<file path="config.mk">
export PLATFORM = sky130hd
export DESIGN_NAME = chunk_feeder
export DESIGN_NICKNAME = d
export VERILOG_FILES = /design/src/rtl/chunk_feeder.sv
export SDC_FILE = /design/constraint.sdc
export NUM_CORES = 1
export LEC_CHECK = 0
export CORE_AREA = 2 2 431 433
export DETAILED_ROUTE_END_ITERATION = 7
export DIE_AREA = 0 0 433 435
export SYNTH_ARGS = -nofsm -noshare
export SYNTH_HDL_FRONTEND = slang
export SYNTH_SLANG_ARGS = --single-unit
export TNS_END_PERCENT = 1
</file>
<file path="constraint.sdc">
create_clock -name clk -period 2.7 [get_ports clk]
set_input_delay 0.405 -clock clk [delete_from_list [all_inputs] [get_ports clk]]
set_output_delay 0.405 -clock clk [all_outputs]
set_load 0.05 [all_outputs]
</file>
<file path="src/rtl/chunk_feeder.sv">
// chunk_feeder: serves one NU-lane row/vector chunk per request from a synchronous memory.
// Build option: define CHUNK_FEEDER_PAD_EN to force lanes past element N-1 to zero.
module chunk_feeder #(
   parameter int NUMBER_OF_EQUATIONS_PER_CLUSTER = 16,
   parameter int ELEMENT_WIDTH                   = 32,
   parameter int NO_OF_UNITS                     = 8
) (
   input  logic                                 clk,
   input  logic                                 reset,
   input  logic                                 start,
   input  logic                                 chunk_req,
   output logic                                 mem_rd_en,
   output logic [31:0]                          mem_addr,
   input  logic [ELEMENT_WIDTH*NO_OF_UNITS-1:0] mem_row_data,
   input  logic [ELEMENT_WIDTH*NO_OF_UNITS-1:0] mem_vec_data,
   output logic [ELEMENT_WIDTH*NO_OF_UNITS-1:0] row_chunk,
   output logic [ELEMENT_WIDTH*NO_OF_UNITS-1:0] vec_chunk,
   output logic                                 chunk_valid,
   output logic [31:0]                          chunk_index,
   output logic                                 last_chunk,
   output logic                                 done,
   output logic                                 overrun
);
   localparam int N          = NUMBER_OF_EQUATIONS_PER_CLUSTER;
   localparam int EW         = ELEMENT_WIDTH;
   localparam int NU         = NO_OF_UNITS;
   localparam int ADDITIONAL = NU - (N % NU);
   localparam int TOTAL      = N + ADDITIONAL;
   localparam int NUM_CHUNKS = TOTAL / NU;
   localparam logic [31:0] LAST_INDEX = 32'(NUM_CHUNKS - 1);

   typedef enum logic [1:0] {IDLE, READ, CAPTURE, DONE} state_t;

   state_t           state_reg;
   state_t           state_next;
   logic [31:0]      index_reg;
   logic             is_last;
   logic             busy;
   logic             capture;
   logic [EW*NU-1:0] row_lanes;
   logic [EW*NU-1:0] vec_lanes;

   assign is_last = (index_reg == LAST_INDEX);

   always_ff @(posedge clk) begin
      if (reset) begin
         state_reg <= IDLE;
      end else begin
         state_reg <= state_next;
      end
   end

   // start has priority over everything, including a read already issued
   always_comb begin
      state_next = state_reg;
      if (start) begin
         state_next = IDLE;
      end else begin
         case (state_reg)
            IDLE:    if (chunk_req) state_next = READ;
            READ:    state_next = CAPTURE;
            CAPTURE: state_next = is_last ? DONE : IDLE;
            DONE:    state_next = DONE;
            default: state_next = IDLE;
         endcase
      end
   end

   always_comb begin
      mem_rd_en = 1'b0;
      mem_addr  = '0;
      busy      = 1'b0;
      capture   = 1'b0;
      case (state_reg)
         READ: begin
            mem_rd_en = 1'b1;
            mem_addr  = index_reg;
            busy      = 1'b1;
         end
         CAPTURE: begin
            busy    = 1'b1;
            capture = 1'b1;
         end
         default: ;
      endcase
   end

`ifdef CHUNK_FEEDER_PAD_EN
   logic [31:0] base_elem;
   assign base_elem = index_reg * 32'(NU);
`endif

   for (genvar gi = 0; gi < NU; gi++) begin : g_lane
`ifdef CHUNK_FEEDER_PAD_EN
      logic pad;
      assign pad = (base_elem + 32'(gi)) >= 32'(N);
      assign row_lanes[EW*gi +: EW] = pad ? {EW{1'b0}} : mem_row_data[EW*gi +: EW];
      assign vec_lanes[EW*gi +: EW] = pad ? {EW{1'b0}} : mem_vec_data[EW*gi +: EW];
`else
      assign row_lanes[EW*gi +: EW] = mem_row_data[EW*gi +: EW];
      assign vec_lanes[EW*gi +: EW] = mem_vec_data[EW*gi +: EW];
`endif
   end

   always_ff @(posedge clk) begin
      if (reset) begin
         index_reg   <= '0;
         row_chunk   <= '0;
         vec_chunk   <= '0;
         chunk_valid <= 1'b0;
         chunk_index <= '0;
         last_chunk  <= 1'b0;
         done        <= 1'b0;
         overrun     <= 1'b0;
      end else begin
         chunk_valid <= 1'b0;
         last_chunk  <= 1'b0;
         if (start) begin
            index_reg <= '0;
            done      <= 1'b0;
            overrun   <= 1'b0;
         end else begin
            if (chunk_req && busy) overrun <= 1'b1;
            if (capture) begin
               row_chunk   <= row_lanes;
               vec_chunk   <= vec_lanes;
               chunk_valid <= 1'b1;
               chunk_index <= index_reg;
               last_chunk  <= is_last;
               index_reg   <= index_reg + 32'd1;
               if (is_last) done <= 1'b1;
            end
         end
      end
   end
endmodule

</file>
==> impl_summary.md, run 1 <==
Placement
The global placer's final weighted congestion is just over 1. The HPWL after detailed placement is 107000 um. The placed instances occupy a cell area of 34900 um^2. The total instance count after detailed placement is 6060. The number of buffers inserted by port buffering is 1096.

Drt
Using the TritonRoute via totals, the vias-per-cell ratio works out to 3.62. The first TritonRoute pass finished after 5 iterations. The detailed router placed 22461 vias in this run. For this block, the routed nets add up to 133000 um of wire. The remaining routing DRC violations is 0.

The wire length per cell is 21.4 um. The count of nets left with antenna violations once routing finished came out at 0. The starting DRC count in detailed routing is 1475.

Timing
The setup TNS after final layout is 0 ns. Setup repair after global routing left no endpoint under its margin. The total count of max-transition violations in the final report is 0. The worst max-slew margin expressed relative to the limit is 0.224. The worst hold slack across all endpoints is around 0.23 ns. The final period demand of the worst path is 2.59 ns. The final worst-path cycle share is 0.959.

For this run, the top clock speed supported by timing is between 300 and 400 MHz. The total of endpoints with negative setup slack in the final report is 0. The clock arrives with 0.0358 ns of skew. The slew of the pin with the lowest slew margin is 1.16 ns. The count of final hold-check violations is 0.

Floorplanning
The total die area is 188000 um^2. In this run the core area contains roughly 160 standard-cell rows. After floorplanning, the core was sized to cover 184000 um^2. The overall die width is 433 um. The initial cell density of the core is 0.112.

The die is roughly 440 um tall. In this run the count of I/O pins placed on the die edge is 1097.

Clock network
The longest clock path from root to sink contains 3 buffers. TritonCTS built the clock tree. The clock sink count is 582. The root buffer cell chosen for the clock tree is clkbuf_16. After clock tree synthesis, the setup repair step added 0 buffers. TritonCTS created 74 clock buffers. At the later pin of the worst-skew pair, clock insertion delay measures 0.72 ns. CTS built an H-tree with a depth of 3. The CTS clock-pin slew for the worst setup and hold paths is 0.07 ns.

Power and ir drop
Of the total power, the clock network draws 0.517. Across the VDD grid, the largest voltage drop is 0.000490 V. The net switching fraction of the power is 0.247. The part of the power in combinational logic is 0.072. The design internal power is 15.9 mW. The sequential share of power is 0.411. After layout, the design draws a total of between 20 and 25 mW. The power per cell area is 562 nW/um^2.

The static leakage is 12.1 nW. The switching component of the power is 5.21 mW.

Logic synthesis
After synthesis, the largest family of logic cells by area is simple AND/OR/NAND/NOR gates. Of the total synthesized cell area, the portion taken by XOR and XNOR cells is 0.00469. The number of nets handed over by synthesis was 3141. The compound-cell area share of the yosys netlist came to 0.146. Averaged over all synthesized cells, the footprint is 7.85 um^2. After synthesis the cells add up to slightly above 20000 um^2.

Counting flops and latches in the post-synthesis netlist gives 582. Synthesis produced a netlist whose cell count is 2618. The fraction of synthesized area in multiplexers is 0.000487. The proportion of synthesized chip area in sequential cells is 0.567. The post-synthesis cell type count is 41. The primary flip-flop cell chosen by synthesis mapping is dfxtp_1. The fraction of the mapped netlist area in simple logic gates is 0.236. The proportion of register bits with asynchronous set or reset after synthesis is 0. The share of synthesized area in the top cell type comes to 0.567.

The number of enable-type register cells in the synthesized netlist is 0. The leading area contributor after synthesis is dfxtp_1. The number of warning messages in the yosys log is 0.

By area the synthesized netlist is led by dfxtp_1 57%, nand2_1 20%, a21oi_1 14%, clkbuf_1 3.5%, and2_1 1.1%. The adder-cell share of the synthesized area is 0.00426.

Setup path
The worst setup path is captured at an output port. The worst register-to-register path ends at index_reg[28]$_SDFFE_PP0N_. The data arrival at the endpoint of the critical path is ~2.2 ns. The required time of the critical path is 2.30 ns. Of all nets on the critical path, the largest fanout is 2. For flop-to-flop paths, the worst setup slack is 0.37 ns.

The startpoint type of the worst setup path is a register. The launching instance or port of the critical path is vec_chunk[21]$_SDFFE_PP0P_. The highest-delay cell along the critical path is clkdlybuf4s50_1. The signal on the critical path passes through clkdlybuf4s50_1. The critical path in this run is classified as reg -> out. The kind of cell with the highest combined delay along the critical path is buffers and inverters. The sum of buffers and inverters on the critical path is 1.

The maximum cell stage delay along the critical path is 0.96 ns. The startpoint of the lowest-slack register-to-register path is state_reg[0]$_SDFFE_PP0P_. The count of cells along the worst register-to-register path is 6.

Layout
In the layout the commonest cells are 1098 x nand2_1, 1031 x clkdlybuf4s50_1, 582 x dfxtp_1, 563 x a21oi_1, 84 x buf_4. The filler cell count is 20334. The sequential cell area is 11700 um^2. In the final layout, the share of cells above drive strength 1 is 0.0724.

The area added between synthesis and finish is 82.6%. For this run, the post-layout net count is 4180. In the final layout, the multi-input gates occupy just over 8000 um^2.

The most common cell after layout, fill and taps aside is nand2_1. The finished cells cover about 38000 um^2. The count of cells in the finished layout, fillers not included, comes to 6212. In the final layout, the registers with the most flip-flops are row_chunk x256, vec_chunk x256.

Hold path
Counting instances, the worst hold path has a depth of 3. The capture endpoint of the worst hold path is vec_chunk[167]$_SDFFE_PP0P_. In this run the worst hold path is classified as in -> reg. The startpoint of the worst hold path is mem_vec_data[167].

Global route
Entering global routing, the biggest net connects between 150 and 200 pins. The wire length of the first global-routing pass is 178000 um. The global-route congestion overflow total is 0.

For this run, the total global-route usage over all layers was measured as 0.135. The number of global-route vias before repair was ~21000. The number of antenna violations at the first check in global routing came to 74.

Outcome
The flow ran to the end, and the final reports show no timing, DRC or antenna violations.

Flow run
The count of maximum capacitance violations is 0.
## cells by family after synthesis
| kind of cell | Yosys count |
|---|---|
| AO/OA/AOI/OAI | 588 |
| XOR/XNOR | 11 |
| adder cells (fa/ha/maj) | 7 |
| buffers and inverters | 215 |
| flip-flops | 582 |
| multiplexers | 1 |
| AND/OR/NAND/NOR | 1214 |
## power groups by stage
stage | combinational, mW | clock [mW] | sequential [mW]
2_1_floorplan | 0.244 | 0 | 9.04
3_3_place_gp | 1.51 | 0 | 8.86
3_5_place_dp | 1.50 | 0 | 8.86
4_1_cts | 1.52 | 11.3 | 8.68
5_1_grt | 1.59 | 11.6 | 8.68
6_report | 1.51 | 10.9 | 8.68
## worst reg2reg max path, delay by kind of cell (launching register included)
| kind | cells | cell delay, ns |
|---|---|---|
| buffers and inverters | 1 | 0.14 |
| AOI/OAI and AO/OA | 1 | 0.15 |
| and+or+nand+nor | 3 | 1.37 |
| DFF | 1 | 0.35 |
| adders and majority gates | 1 | 0.23 |
## layer usage
| metal | routed length (um) | global-route usage | share of wire | vias to the layer above |
|---|---|---|---|---|
| met5 | 13 | 0 | 0.000098 | - |
| met4 | 4130 | 0.0508 | 0.031 | 2 |
| met3 | 12800 | 0.0518 | 0.096 | 234 |
| met2 | 62300 | 0.218 | 0.47 | 927 |
| met1 | 53500 | 0.162 | 0.40 | 10718 |
| li1 | - | - | - | 10580 |
## synthesized netlist by cell type, types with 2 or more instances
library cell and n:
ha_1 7, o21ai_1 5, buf_6 4, xor2_1 5
or3_1 7, buf_1 5, xnor2_1 6, nand4_2 2
and2_1 35, o21a_1 2, a21oi_1 563, dfxtp_1 582
nor4b_1 2, and4_1 4, nor3_1 4, buf_4 7
nand4_1 9, o31ai_1 12, nand2_1 1098, nand3_1 7
nor2_1 15, clkbuf_1 190, inv_1 8, nor4_1 9
nand2b_1 2, or4_1 13
## cell type report
type | instances | share of cell area
Multi-Input combinational cell | 1821 | 0.215
Timing Repair Buffer | 1170 | 0.320
Tap cell | 2480 | 0.0826
Antenna cell | 15 | 0.000999
Inverter | 8 | 0.000800
Sequential cell | 582 | 0.310
Clock inverter | 35 | 0.0152
Clock buffer | 101 | 0.0552
## stage by stage
step | worst slack (ns) | utilization
after detailed placement | 0.403 | 0.189
final | 0.111 | 0.204
after floorplan | 0.572 | -
after global routing | 0.0630 | 0.204
after global placement | 0.383 | 0.189
after CTS | 0.0223 | 0.204
## worst max-delay path by stage
stage,end,cells after the start,slack [ns]
after floorplan,index_reg[28]$_SDFFE_PP0N_,8,0.57
after global placement,index_reg[28]$_SDFFE_PP0N_,6,0.38
after detailed placement,row_chunk[227]$_SDFFE_PP0P_,7,0.40
after CTS,mem_addr[6],5,0.02
after global routing,vec_chunk[84],1,0.06
final,vec_chunk[21],1,0.11
## timing repair
action                     in CTS  in global routing
gates resized for setup         1                  1
setup endpoints to repair       2                  2
hold buffers                    1                  0
hold endpoints to repair        2                  0
Power figures use the tool's default switching activity.
==> run 2: changes to the inputs <==
--- a/config.mk
+++ b/config.mk
@@ -5,9 +5,11 @@
 export SDC_FILE = /design/constraint.sdc
 export NUM_CORES = 1
 export LEC_CHECK = 0
+export ABC_CLOCK_PERIOD_IN_PS = 2700
 export CORE_AREA = 2 2 431 433
 export DETAILED_ROUTE_END_ITERATION = 7
 export DIE_AREA = 0 0 433 435
+export HOLD_SLACK_MARGIN = 0.05
 export SYNTH_ARGS = -nofsm -noshare
 export SYNTH_HDL_FRONTEND = slang
 export SYNTH_SLANG_ARGS = --single-unit
==> results of run 2 <==
The final DEF is identical to that of run 1; final timing and power are the same.
